--- config.mk ---
export PLATFORM = sky130hd
export DESIGN_NAME = da_dct_row_seq
export DESIGN_NICKNAME = d
export VERILOG_FILES = /design/src/rtl/da_pkg.sv /design/src/rtl/da_accum.sv /design/src/rtl/da_dct_row_seq.sv
export SDC_FILE = /design/constraint.sdc
export NUM_CORES = 1
export LEC_CHECK = 0
export BUFFER_PORTS_ARGS = -buffer_cell sky130_fd_sc_hd__buf_2
export CAP_MARGIN = 20
export CORE_MARGIN = 8
export CORE_UTILIZATION = 55
export CTS_BUF_LIST = sky130_fd_sc_hd__clkbuf_4
export CTS_CLUSTER_DIAMETER = 120
export DETAILED_ROUTE_END_ITERATION = 6
export HOLD_SLACK_MARGIN = 0.03
export PLACE_DENSITY_LB_ADDON = 0.25
export SLEW_MARGIN = 30
export SYNTH_ARGS = -nofsm -noshare
export SYNTH_HDL_FRONTEND = slang
export SYNTH_HIERARCHICAL = 1
export SYNTH_SLANG_ARGS = --single-unit
export TNS_END_PERCENT = 5
--- constraint.sdc ---
create_clock -name clk -period 5.75 [get_ports clk]
set_input_delay 0.575 -clock clk [delete_from_list [all_inputs] [get_ports clk]]
set_output_delay 0.575 -clock clk [all_outputs]
set_load 0.01 [all_outputs]
--- src/rtl/da_pkg.sv ---
// Shared types and helpers for the DA coefficient-ROM sequencer.
// The ROM stores only the x0-bit-clear half, so the other half comes from complementing the address and negating the data.
package da_pkg;

    typedef enum logic [1:0] {
        IDLE = 2'd0,
        RUN  = 2'd1,
        BIAS = 2'd2,
        HOLD = 2'd3
    } state_e;

    typedef enum logic [2:0] {
        ACC_HOLD      = 3'd0,
        ACC_CLEAR     = 3'd1,
        ACC_FIRST     = 3'd2,
        ACC_SHIFT_ADD = 3'd3,
        ACC_BIAS      = 3'd4
    } acc_op_e;

    localparam int ROM_AW = 3;
    localparam logic [ROM_AW-1:0] BIAS_ADDR = 3'b000;

    typedef struct packed {
        logic              negate;
        logic [ROM_AW-1:0] addr;
    } addr_sel_t;

    // The x0=1 half of the table is the negated mirror of the x0=0 half.
    function automatic addr_sel_t da_addr_sel(input logic b0, input logic b1,
                                              input logic b2, input logic b3);
        addr_sel_t sel;
        sel.negate = b0;
        sel.addr   = b0 ? ~{b1, b2, b3} : {b1, b2, b3};
        return sel;
    endfunction

endpackage

--- src/rtl/da_accum.sv ---
// Shift-add accumulator for one DA output coefficient.
// Takes a ROM word, optionally negates it at full width, and folds it into the running sum.
module da_accum
    import da_pkg::*;
#(
    parameter int RW = 16,
    parameter int AW = 34
) (
    input  logic                 clk,
    input  logic                 rst_n,
    input  acc_op_e              op,
    input  logic                 negate,
    input  logic signed [RW-1:0] rom_data,
    output logic signed [AW-1:0] acc
);

    logic signed [AW-1:0] t_ext;
    logic signed [AW-1:0] term;

    // Negating after sign extension keeps -(-2^(RW-1)) representable.
    always_comb begin
        t_ext = {{(AW-RW){rom_data[RW-1]}}, rom_data};
        term  = negate ? -t_ext : t_ext;
    end

    // NOTE: state registers use non-blocking assignments so every flop samples
    // pre-edge values regardless of process ordering.
    always_ff @(posedge clk or negedge rst_n) begin
        if (!rst_n) begin
            acc <= '0;
        end else begin
            case (op)
                ACC_CLEAR:     acc <= '0;
                ACC_FIRST:     acc <= -term;
                ACC_SHIFT_ADD: acc <= (acc <<< 1) + term;
                ACC_BIAS:      acc <= acc + t_ext;
                default:       acc <= acc;
            endcase
        end
    end

endmodule

--- src/rtl/da_dct_row_seq.sv ---
// Bit-serial DA sequencer: walks the sample bit-planes MSB-first against a half-size
// offset-binary coefficient ROM and produces one exact DCT coefficient per vector.
module da_dct_row_seq
    import da_pkg::*;
#(
    parameter int DW = 16,
    parameter int RW = 16,
    parameter int AW = 34
) (
    input  logic                     clk,
    input  logic                     rst_n,
    input  logic                     in_valid,
    output logic                     in_ready,
    input  logic signed [DW-1:0]     x0,
    input  logic signed [DW-1:0]     x1,
    input  logic signed [DW-1:0]     x2,
    input  logic signed [DW-1:0]     x3,
    output logic [ROM_AW-1:0]        rom_addr,
    output logic                     rom_cs,
    input  logic signed [RW-1:0]     rom_data,
    output logic                     out_valid,
    input  logic                     out_ready,
    output logic signed [AW-1:0]     z
);

    localparam int CW = $clog2(DW);
    localparam logic [CW-1:0] J_TOP = CW'(DW - 1);

    state_e              state, state_next;
    logic                armed;
    logic [3:0][DW-1:0]  sr;
    logic [CW-1:0]       j;
    addr_sel_t           sel;
    acc_op_e             op;
    logic                negate;
    logic                accept;

    assign sel    = da_addr_sel(sr[0][DW-1], sr[1][DW-1], sr[2][DW-1], sr[3][DW-1]);
    assign accept = (state == IDLE) && armed && in_valid;

    // NOTE: every output is given a default first so no path through the case
    // leaves a value unassigned and infers a latch.
    always_comb begin
        state_next = state;
        in_ready   = 1'b0;
        rom_cs     = 1'b0;
        rom_addr   = '0;
        out_valid  = 1'b0;
        op         = ACC_HOLD;
        negate     = 1'b0;
        case (state)
            IDLE: begin
                in_ready = armed;
                if (accept) begin
                    state_next = RUN;
                    op         = ACC_CLEAR;
                end
            end
            RUN: begin
                rom_cs   = 1'b1;
                rom_addr = sel.addr;
                negate   = sel.negate;
                // The MSB plane carries negative weight in two's complement.
                op       = (j == J_TOP) ? ACC_FIRST : ACC_SHIFT_ADD;
                if (j == '0) state_next = BIAS;
            end
            BIAS: begin
                rom_cs     = 1'b1;
                rom_addr   = BIAS_ADDR;
                op         = ACC_BIAS;
                state_next = HOLD;
            end
            HOLD: begin
                out_valid = 1'b1;
                if (out_ready) state_next = IDLE;
            end
            default: state_next = IDLE;
        endcase
    end

    // armed keeps in_ready low until the first edge after reset release.
    always_ff @(posedge clk or negedge rst_n) begin
        if (!rst_n) begin
            state <= IDLE;
            armed <= 1'b0;
        end else begin
            state <= state_next;
            armed <= 1'b1;
        end
    end

    always_ff @(posedge clk or negedge rst_n) begin
        if (!rst_n) begin
            sr <= '0;
            j  <= '0;
        end else if (accept) begin
            sr <= {x3, x2, x1, x0};
            j  <= J_TOP;
        end else if (state == RUN) begin
            for (int k = 0; k < 4; k++) begin
                sr[k] <= {sr[k][DW-2:0], 1'b0};
            end
            j <= j - 1'b1;
        end
    end

    da_accum #(
        .RW (RW),
        .AW (AW)
    ) u_accum (
        .clk      (clk),
        .rst_n    (rst_n),
        .op       (op),
        .negate   (negate),
        .rom_data (rom_data),
        .acc      (z)
    );

endmodule

* After elaboration in Yosys (flattened, before gate mapping)
Index checks and enable logic that the tools add are counted.
** Storage, ports and cells
- Output and inout bits :: 40
- Register bits :: 105
- Word-level logic and storage cells :: 52
** Cells by class
- Reduce and logical (&&, ||, !) cells :: 8
- Add/sub/neg operators :: 5
- Muxes and demuxes :: 19
- Bitwise operators :: 1
- Eq/ne operators :: 11
** Operators with widths (count)
- $pmux 34 s4 :: 1
- $mux 64 :: 2
- $add 34x16->34 :: 1
- $add 34x34->34 :: 1
- $mux 34 :: 1
- $neg 16->34 :: 1
- $neg 34->34 :: 1
- $pmux 3 s3 :: 1
- $mux 4 :: 2
- $pmux 2 s4 :: 1
- $eq 3x2->1 const B :: 2
- $mux 1 :: 6
- $mux 2 :: 3
- $mux 3 :: 2
- $ne 2x2->1 const B :: 3
- $eq 2x2->1 const B :: 2
- $eq 4x4->1 const B :: 1
- $logic_not 4->1 :: 1
- $reduce_bool 4->1 :: 1
- $sub 4x1->4 const B :: 1
- $eq 3x1->1 const B :: 1
- $eq 3x3->1 const B :: 1
- $not 3->3 :: 1
- $reduce_and 3->1 :: 1
- other kinds (5) :: 6

* Depth between registers and ports, before layout
Gate-level depths: netlist of run 1.
- Depth after elaboration :: 7
- Gate-level depth with buffers :: 23
- Gate-level depth less buffers :: 16

* By module
The synthesis of run 1 kept the hierarchy.
** Modules (own cells, without submodules)
- da_accum :: cells an instance 893, area an instance 6582.6 µm², times used 1, sequential area each 850.8 µm²
- da_dct_row_seq :: cells an instance 329, area an instance 3395.8 µm², times used 1, sequential area each 1776.7 µm²

* Worst setup path after synthesis of run 1
Ideal clock, no wire load.
- Path kind :: reg2reg
- From :: register state[1]
- To :: register u_accum.acc[26]
- Cell stages (with the launch flop) :: 23
- Clock period less this slack :: 5.379 ns
- Arrival time :: 5.236 ns
- Setup time :: 0.143 ns
- Path slack :: 0.371 ns
- Required time :: 5.607 ns
- Buffers on the path :: 8
- Cell sequence :: dfrtp_1 -> inv_1 -> ha_1 -> buf_2 -> buf_2 -> clkbuf_1 -> and2_1 -> clkbuf_1 -> clkbuf_1 -> clkbuf_1 -> clkbuf_1 -> o21ai_0 -> xor2_1 -> inv_1 -> ha_1 -> clkbuf_1 -> a2111oi_0 -> a211o_1 -> a211oi_1 -> o41ai_1 -> o21ai_0 -> xnor2_1 -> o221ai_1
** On the way
- Elaborated cells between the ends (all ways) :: 17
** RTL lines
- start: declaration :: line da_dct_row_seq.sv:29 : state_e state, state_next;
- start signal: assignment :: line da_dct_row_seq.sv:87 : state <= state_next;
- $eq 2x2->1 (tied with other cells) :: line da_dct_row_seq.sv:51 : case (state)
- $pmux 3 s3 (*) :: line da_dct_row_seq.sv:51
- net op[1] :: line da_dct_row_seq.sv:34 : acc_op_e op;
- $eq 3x3->1 (tied with other cells) :: line da_accum.sv:32 : case (op)
- $pmux 34 s4 / $reduce_bool 4->1 (equally long branches)
- end signal: assignment :: line da_accum.sv:34 : ACC_FIRST: acc <= -term;
- end signal: assignment :: line da_accum.sv:35 : ACC_SHIFT_ADD: acc <= (acc <<< 1) + term;
- end signal: assignment :: line da_accum.sv:36 : ACC_BIAS: acc <= acc + t_ext;
- end: declaration :: line da_accum.sv:14 : output logic signed [AW-1:0] acc
The timed path passes the listed nets; every way through them passes the cells marked *.
A chain may end at the register's enable or synchronous reset.

* Worst setup path in the final report of run 1
- From :: input port rom_data[1]
- To :: register u_accum.acc[33]
** On the way
- Word-level cells in the longest chain between the ends :: 4
- Elaborated cells between the ends (all ways) :: 6
** RTL lines
- start: declaration :: line da_dct_row_seq.sv:20 : input logic signed [RW-1:0] rom_data,
- $neg 16->34 :: line da_accum.sv:23 : term = negate ? -t_ext : t_ext;
- $mux 34 :: line da_accum.sv:23
- $add 34x34->34 / $neg 34->34 (equally long branches) :: line da_accum.sv:35, da_accum.sv:34
- $pmux 34 s4 (*) :: line da_accum.sv:32
Mark *: on every way between the ends. The rest lies on a longest branch, timed or not.

==> results_dict.tcl, run 1 <==
set metrics [dict create \
    power_density_mw_per_mm2 584 \
    synthCells 1222 \
    wl_per_cell_um 18.2 \
    place_area_mm2 0.0107 \
    yosys_warnings 6 \
    tightestPinTransition_ns 1.00 \
    synth-simple-area-share_pct 18.3 \
    synth-seq-area-share_pct 26.3 \
    die_w_um 151 \
    synth.distinct_cells 82 \
    dp_hpwl_um 21600 \
    area_delta_synth_final_pct 8.88 \
    ant_nets 0 \
    synth_xor_area_share_pct 7.74 \
    rsz0062_at_grt "no" \
    syn_area_per_cell_um2 8.17 \
    finalNetCount 1466 \
    die_area_mm2 0.0227 \
    viasPerCell 6.21 \
    multi_input_area_mm2 0.00694 \
    synthMuxAreaShare_pct 6.90 \
    grt_pass1_wl_um 45100 \
    synth_enable_flop_cells 0 \
    wirelength_um 28000 \
    worstSkewPairLatency_ns 0.46 \
    crit_path_end_kind "register" \
    boundaryPins 124 \
    reg2regPathDepth 17 \
    num_vias 9568 \
    r2r_end "u_accum/acc[29]" \
    numPortBuffers 123 \
    maxCapViolCount 0 \
    synthesis.nets 1383 \
    irDropWorstVdd_mv 0.314 \
    crit_required_ns 6.16 \
    path_class "in2reg" \
    die_h_um 151 \
    setup_viol 0 \
    hp-class "in2async" \
    htreeDepth 3 \
    rows 49 \
    worstPathArrival_ns 5.15 \
    drc 0 \
    period_share_pct 82.6 \
    hold_buffers 0 \
    syn_area_mm2 0.00998 \
    timing.rr.start "state[1]" \
    slowest_delay_ns 0.62 \
    fin_area_mm2 0.0109 \
    hold_viol 0 \
    grt_max_degree 129 \
    synth-seq-cells 105 \
    grt_antenna_before_repair 2 \
    finalSetupTns_ns 0 \
    cts_made_buffers 9 \
    total_power_mw 6.34 \
    status "finished clean" \
    grt_overflow 0 \
    yosys_most_used_dff "dfrtp_1" \
    rrSetupSlack_ns 1.04 \
    synth_top_family_by_area "compound AO/OA/AOI/OAI gates" \
    clock_skew_ns 0.0249 \
    post_cts_resized 0 \
    max_freq_mhz 211 \
    grt_usage_pct 24.4 \
    drt_iter0_markers 842 \
    initial_core_util_pct 55.7 \
    cts-root-buf "clkbuf_4" \
    clk_path_buf_depth 2 \
    drive_gt1_share_pct 13.8 \
    grt_pass1_vias 8803 \
    firstDrtPassIters 6 \
    cts_tree "built" \
    clk_pin_slew_ns 0.17 \
    synthAdderAreaFrac_pct 9.81 \
    path_cells "buf_2 -> inv_1 -> ha_1 -> or4b_4 -> or4b_4 -> nand3b_1 -> ha_1 -> a21oi_1 -> ha_1 -> a21oi_1 -> o21ai_0 -> a311oi_1 -> o21bai_1 -> o21ai_0 -> a21oi_1 -> or3_1 -> nand4_1" \
    path_max_fanout 10 \
    slew_violations 0 \
    cts.sinks 105 \
    setup.worst_path.start_class "primary input" \
    critPathSlowestCell "or4b_4" \
    synthArstFlopShare_pct 100 \
    core_area_mm2 0.0179 \
    slew_headroom_pct 32.5 \
    fin_crit_ns 4.75 \
    leakagePower_nw 4.75 \
    fillers 1640 \
    post_cts_buffers 0 \
    gp_congestion 0.943 \
    seq_area_mm2 0.00263 \
    synth_compound_area_share_pct 26.6 \
]
==> metal layers <==
metal / track usage, % / share of wire [%]
met2: 36.6 / 43
met1: 36.4 / 47
met5: 0 / 0
met4: 5.29 / 1.3
met3: 3.10 / 8.8
==> how the worst max path moves through the flow <==
stage	from	endpoint	slack (ns)
floorplan	state[1]	u_accum/acc[26]	0.37
finish	rom_data[1]	u_accum/acc[33]	1.00
global placement	rom_data[0]	u_accum/acc[33]	0.69
detailed placement	rom_data[1]	u_accum/acc[33]	0.60
global route	rom_data[1]	u_accum/acc[33]	0.74
CTS	rom_data[1]	u_accum/acc[33]	1.09
==> metrics by stage <==
step | worst slack (ns) | hold WS [ns] | util, % | cells
4_1_cts | 1.09 | 0.124 | 60.6 | 1538
6_report | 1.00 | 0.109 | 60.7 | 1540
2_1_floorplan | 0.371 | 0.279 | - | 1222
3_5_place_dp | 0.596 | 0.543 | 60.0 | 1523
5_1_grt | 0.742 | 0.139 | 60.7 | 1540
3_3_place_gp | 0.691 | 0.532 | 59.9 | 1523
==> power breakdown <==
group	total [mW]	internal, mW	switching (mW)
Clock	0.354	0.0938	0.260
Combinational	4.57	1.88	2.68
Sequential	1.42	1.08	0.343
==> worst max-delay path: cells and delay by family <==
family / cells / cell delay (ns)
AOI/OAI and AO/OA: 7 / 1.50
adders and majority gates: 3 / 0.98
buffers and inverters: 2 / 0.25
and+or+nand+nor: 5 / 1.84
==> registers in the layout, indices dropped and copies added (netlist names) <==
register and cells:
sr 63, u_accum/acc 34, j 4, state 2, armed 1, sel 1
==> final cells by class <==
| cell class | count | share of cell area [%] |
|---|---|---|
| inverter | 39 | 1.35 |
| clock inverter | 6 | 0.484 |
| sequential | 105 | 24.2 |
| clock buffer | 9 | 0.622 |
| multi-input combinational | 1012 | 63.9 |
| tap | 229 | 2.64 |
| antenna | 2 | 0.0461 |
| timing repair buffer | 138 | 6.79 |
==> cell families after synthesis <==
group | after synthesis
adders and majority gates | 77
and+or+nand+nor | 371
muxes | 68
AOI/OAI and AO/OA | 409
buffers and inverters | 105
DFF | 105
xor gates and xnor gates | 86
other | 1
==> cells in the mapped netlist (all sizes together), types with 6 or more instances <==
library cell / count / area share [%]
or3: 7 / 0.44
o21bai: 10 / 0.75
o31ai: 8 / 0.60
and2: 15 / 0.94
ha: 75 / 9.4
o21ai: 136 / 6.9
a21oi: 83 / 4.2
and3: 14 / 0.89
o22ai: 7 / 0.44
buf: 19 / 1.1
nor3: 25 / 1.3
inv: 39 / 1.5
a2111oi: 6 / 0.53
nor2: 52 / 2.0
a211oi: 17 / 1.3
nand3: 25 / 1.3
or2: 11 / 0.69
dfrtp: 105 / 26
a21o: 27 / 2.0
xor2: 28 / 2.6
clkbuf: 47 / 1.8
a31oi: 17 / 1.1
nor2b: 7 / 0.44
o41a: 7 / 0.79
o21a: 6 / 0.45
xnor2: 58 / 5.1
a221oi: 11 / 1.1
o211ai: 17 / 1.3
a311oi: 6 / 0.53
nand2: 159 / 6.0
nand4: 15 / 0.94
a211o: 7 / 0.61
nand2b: 9 / 0.56
mux2i: 65 / 6.5
==> cells in the final DEF, fill, tap and decap left out, types with 7 or more instances in the layout <==
cell type | netlist | final
a211o_1 | 7 | 7
a211oi_1 | 17 | 17
a21o_1 | 27 | 27
a21oi_1 | 83 | 83
a221oi_1 | 10 | 10
a31oi_1 | 17 | 17
and2_1 | 14 | 14
and3_1 | 13 | 12
buf_2 | 14 | 122
buf_4 | 3 | 14
clkbuf_4 | 0 | 9
dfrtp_1 | 105 | 105
ha_1 | 75 | 74
inv_1 | 38 | 38
mux2i_1 | 65 | 65
nand2_1 | 159 | 159
nand2b_1 | 9 | 9
nand3_1 | 25 | 25
nand4_1 | 15 | 15
nor2_1 | 52 | 51
nor2b_1 | 7 | 7
nor3_1 | 25 | 25
o211ai_1 | 17 | 17
o21ai_0 | 127 | 127
o21ai_1 | 8 | 8
o21bai_1 | 10 | 10
o22ai_1 | 7 | 7
o31ai_1 | 8 | 8
o41a_1 | 7 | 7
or2_2 | 9 | 9
or3_1 | 7 | 7
xnor2_1 | 58 | 58
xor2_1 | 27 | 27
Note: power is estimated with default switching activity, not from simulation.
==> inputs of run 2 (changes only) <==
--- a/config.mk
+++ b/config.mk
@@ -8,7 +8,7 @@
 export BUFFER_PORTS_ARGS = -buffer_cell sky130_fd_sc_hd__buf_2
 export CAP_MARGIN = 20
 export CORE_MARGIN = 8
-export CORE_UTILIZATION = 55
+export CORE_UTILIZATION = 59
 export CTS_BUF_LIST = sky130_fd_sc_hd__clkbuf_4
 export CTS_CLUSTER_DIAMETER = 120
 export DETAILED_ROUTE_END_ITERATION = 6
==> constraint.sdc (replaced) <==
create_clock -name clk -period 4.69 [get_ports clk]
set_input_delay 0.469 -clock clk [delete_from_list [all_inputs] [get_ports clk]]
set_output_delay 0.469 -clock clk [all_outputs]
set_load 0.01 [all_outputs]
==> run 2 against run 1 <==
Net effect: the flow now finishes with violations (design-rule violations); clock-buffer cell count stayed put; final cell count up 0.13%; global-route usage increased by 1.5 points; wire length increased by 0.92%; hold slack improved by 0.079 ns; largest cell class unchanged.
==> results_dict.tcl, run 2 (synthesized netlist as in run 1, its figures left out) <==
set metrics [dict create \
    irDropWorstVdd_mv 0.353 \
    viasPerCell 6.28 \
    wirelength_um 28300 \
    fin_crit_ns 4.40 \
    grt_overflow 0 \
    grt_usage_pct 25.8 \
    initial_core_util_pct 60.2 \
    grt_max_degree 129 \
    post_cts_buffers 0 \
    worstSkewPairLatency_ns 0.48 \
    fin_area_mm2 0.0110 \
    layoutNonFillerInstCount 1542 \
    drt_iter0_markers 815 \
    numPortBuffers 123 \
    slew_headroom_pct 38.9 \
    leakagePower_nw 4.82 \
    hp-class "in2reg" \
    gp_congestion 0.997 \
    finalNetCount 1477 \
    grt_pass1_wl_um 46100 \
    ant_nets 0 \
    rsz0062_at_grt "no" \
    clk_path_buf_depth 2 \
    place_area_mm2 0.0108 \
    slew_violations 0 \
    area_delta_synth_final_pct 10.1 \
    crit_required_ns 5.06 \
    place_inst 1524 \
    top_regs "sr (63), u_accum/acc (34), j (4)" \
    cts-root-buf "clkbuf_4" \
    die_area_mm2 0.0213 \
    maxCapViolCount 0 \
    layout_common_cells "159 x nand2_1, 127 x o21ai_0, 122 x buf_2, 105 x dfrtp_1, 83 x a21oi_1" \
    worstPathArrival_ns 4.77 \
    path_max_fanout 36 \
    power_density_mw_per_mm2 716 \
    crit_path_end_kind "register" \
    layout_commonest_cell "nand2_1" \
    setup.worst_path.start_class "register" \
    die_h_um 146 \
    cts_made_buffers 9 \
    status "complete, but fails checks" \
    htreeDepth 3 \
    boundaryPins 124 \
    drc 8 \
    drive_gt1_share_pct 14.8 \
    max_freq_mhz 227 \
    wl_per_cell_um 18.3 \
    hold_viol 0 \
    tightestPinTransition_ns 0.916 \
    violations "design-rule violations" \
    dp_hpwl_um 22000 \
    period_share_pct 93.8 \
    largest_reg_flops 63 \
    core_area_mm2 0.0166 \
    grt_antenna_before_repair 1 \
    holdWs_ns 0.188 \
    largest_register "sr" \
    clk_pin_slew_ns 0.18 \
    setup_viol 0 \
    fillers 1468 \
    num_vias 9690 \
    firstDrtPassIters 7 \
    final_util_pct 66.2 \
    clock_skew_ns 0.0273 \
    rows 47 \
    die_w_um 146 \
    post_cts_resized 0 \
    path_class "reg2reg" \
    cts_tree "built" \
    grt_pass1_vias 9087 \
    cts.sinks 105 \
]
-- run 2: cell types whose count changed in the layout (fill, tap and decap cells not counted), sizes merged --
cell,previous run,this run
buf,138,148
clkinv,3,4
clkinvlp,1,0
diode,2,1
dlygate4sd3,0,1
inv,41,42
-- run 2: worst paths after layout --
kind / cells past startpoint / startpoint / end / slack [ns]
max: 16 / state[1] / u_accum/acc[28] / 0.29
min: 3 / x0[0] / sr[0] / 0.19
max reg2reg: 16 / state[1] / u_accum/acc[28] / 0.29
min reg2reg: 2 / sr[0] / sr[0] / 0.56
max in group asynchronous: 3 / rst_n / sr[13] / 3.23
min in group asynchronous: 2 / rst_n / sr[0] / 0.55
-- run 2: worst max-delay path: stages (launching register included) --
cell and delay (ns):
dfrtp_1 0.45, inv_1 0.12, ha_4 0.13, and2_1 0.17, buf_12 0.21, inv_1 0.12, a311oi_1 0.65, or2_1 0.36
ha_1 0.33, a21oi_1 0.25, o2111ai_1 0.15, a41o_1 0.27, a221o_1 0.29, nor2_1 0.26, xnor2_1 0.12, a211oi_1 0.31
nand3_1 0.12
-- run 2: what timing repair did --
item,4_1_cts,5_1_grt
hold buffers,0,1
endpoints found under the setup margin,0,0
endpoints found under the hold margin,0,39
-- run 2: where the power goes --
group | switching (mW) | total, mW | internal, mW
Sequential | 0.431 | 1.75 | 1.32
Clock | 0.329 | 0.449 | 0.120
Combinational | 3.32 | 5.66 | 2.34
Total | 4.08 | 7.87 | 3.78
-- run 2: per-stage QoR --
step	TNS, ns	worst slack [ns]	power (mW)
finish	0	0.289	7.87
global route	0	0.0248	8.55
CTS	0	0.363	7.78
detailed placement	0	0.0488	7.31
global placement	0	0.115	7.19
floorplan	-0.0398	-0.0328	5.82
-- run 2: cell type report --
cell class	count	area [um^2]	area share, %
diodes	1	2.50	0.0228
clock buffers	9	67.6	0.615
clock inverters	7	61.3	0.558
inverters	39	146	1.33
multi-input cells	1012	6970	63.4
flip-flops and latches	105	2630	23.9
well taps	220	275	2.51
repair buffers	149	836	7.61
-- run 2: routing by layer --
layer	track usage (%)	wire length (um)
met1	35.5	13100
met2	40.9	12500
met3	5.38	2320
met4	5.87	401
met5	0	0
==> inputs of run 3 (changes only) <==
==> constraint.sdc (replaced) <==
create_clock -name clk -period 4.14 [get_ports clk]
set_input_delay 0.414 -clock clk [delete_from_list [all_inputs] [get_ports clk]]
set_output_delay 0.414 -clock clk [all_outputs]
set_load 0.01 [all_outputs]
==> run 3 against run 2 <==
Net effect: clock-buffer cell count unchanged; critical path type unchanged; fmax rose by 12%; largest power group unchanged; the run now ends clean; flip-flop and latch count stayed put; highest routed layer unchanged.
==> results_dict.tcl, run 3 (synthesized netlist as in run 1, its figures left out) <==
set metrics [dict create \
    power_frac_comb_pct 73.4 \
    holdWs_ns 0.103 \
    clock_skew_ns 0.0379 \
    ant_nets 0 \
    crit_path_end_kind "register" \
    wl_per_cell_um 19.1 \
    numPortBuffers 123 \
    layout_commonest_cell "nand2_1" \
    slew_violations 0 \
    power_density_mw_per_mm2 818 \
    setup_viol 0 \
    drive_gt1_share_pct 19.4 \
    final_util_pct 69.5 \
    grt_pass1_wl_um 49000 \
    setup.worst_path.start_class "register" \
    clockPowerShare_pct 5.8 \
    seqPwrFrac_pct 20.8 \
    p_sw_share_pct 51.4 \
    largest_reg_flops 63 \
    grt_overflow 0 \
    rrSetupSlack_ns 0.23 \
    fin_area_mm2 0.0115 \
    gp_congestion 0.999 \
    p_int_mw 4.58 \
    die_h_um 146 \
    cts-root-buf "clkbuf_4" \
    die_area_mm2 0.0213 \
    area_delta_synth_final_pct 15.5 \
    grt_usage_pct 27.8 \
    fin_crit_ns 3.91 \
    viasPerCell 6.35 \
    drc 0 \
    status "finished clean" \
    path_class "reg2reg" \
    num_vias 10100 \
    path_max_fanout 36 \
    place_area_mm2 0.0113 \
    initial_core_util_pct 60.2 \
    max_freq_mhz 256 \
    p_switching_mw 4.85 \
    worstPathArrival_ns 4.33 \
    top_regs "sr (63), u_accum/acc (34), j (4)" \
    cts_tree "built" \
    cts.sinks 105 \
    period_share_pct 94.5 \
    rows 47 \
    htreeDepth 3 \
    finalSetupTns_ns 0 \
    grt_antenna_before_repair 1 \
    worstSkewPairLatency_ns 0.52 \
    dp_slack_ns -0.139 \
    crit_required_ns 4.55 \
    firstDrtPassIters 5 \
    grt_pass1_vias 9761 \
    rsz0062_at_grt "yes" \
    drt_iter0_markers 1002 \
    hold_viol 0 \
    layout_common_cells "159 x nand2_1, 122 x o21ai_0, 122 x buf_2, 105 x dfrtp_1, 80 x a21oi_1" \
    hp-class "in2reg" \
    irDropWorstVdd_mv 0.399 \
    grt_max_degree 129 \
    setup_slack_ns 0.228 \
    die_w_um 146 \
    slew_headroom_pct 31.8 \
    clk_pin_slew_ns 0.19 \
    leakagePower_nw 5.08 \
    tightestPinTransition_ns 1.01 \
    cts_made_buffers 9 \
    clk_path_buf_depth 2 \
    maxCapViolCount 0 \
    fillers 1420 \
    core_area_mm2 0.0166 \
    largest_register "sr" \
    boundaryPins 124 \
    finalNetCount 1531 \
    dp_hpwl_um 23100 \
    wirelength_um 30400 \
]
==> run 3: layout make-up <==
| cell class | count | area (um^2) | share of cell area, % |
|---|---|---|---|
| Antenna cell | 1 | 2.50 | 0.0217 |
| Clock buffer | 9 | 67.6 | 0.586 |
| Clock inverter | 7 | 60.1 | 0.521 |
| Inverter | 39 | 146 | 1.27 |
| Multi-Input combinational cell | 1012 | 7110 | 61.6 |
| Sequential cell | 105 | 2630 | 22.8 |
| Tap cell | 220 | 275 | 2.39 |
| Timing Repair Buffer | 203 | 1240 | 10.8 |
==> run 3: repair_timing <==
item                       in CTS  in global routing
hold buffers                    0                  1
hold endpoints to repair        0                 76
setup endpoints to repair       0                 12
setup buffers                   0                  0
resized for setup               0                  6
==> run 3: routing by layer <==
metal  global-route usage [%]  vias up  wire [um]  share of wire (%)
met2                     43.7      472      13700                 45
met1                     37.4     4789      13400                 44
met4                     8.86        0        641                2.1
met3                     5.81       57       2670                8.8
li1                         -     4810          -                  -
met5                        0        -          0                  0
==> run 3: critical path, stage by stage (launching register included) <==
cell	delay (ns)
dfrtp_1	0.46
inv_1	0.13
ha_4	0.16
and2_1	0.17
buf_12	0.21
o21ai_0	0.20
xnor2_2	0.29
inv_1	0.08
ha_1	0.34
o21ai_0	0.19
nor4_2	0.38
o31ai_2	0.16
a2111oi_4	0.38
nor2_1	0.12
o22ai_1	0.17
xnor2_1	0.09
a211o_1	0.28
==> run 3: power groups by stage <==
stage	Clock, mW	Combinational [mW]	Sequential, mW
2_1_floorplan	0	4.80	1.89
3_5_place_dp	0	6.73	1.98
5_1_grt	0.585	7.56	2.02
4_1_cts	0.547	6.76	1.96
3_3_place_gp	0	6.58	1.96
6_report	0.545	6.92	1.96
==> run 3: worst paths after layout <==
kind,from,to,cells after the start
setup / recovery,state[1],u_accum/acc[31],16
hold / removal,x0[1],sr[1],3
setup reg to reg,state[1],u_accum/acc[31],16
hold reg to reg,sr[0],sr[0],2
max in group asynchronous,rst_n,state[0],3
min in group asynchronous,rst_n,sr[1],2
==> run 3: metrics by stage <==
stage	cells	power (mW)
final	1596	9.43
after detailed placement	1578	8.71
after floorplan	1222	6.70
after global routing	1596	10.2
after global placement	1578	8.54
after CTS	1594	9.26
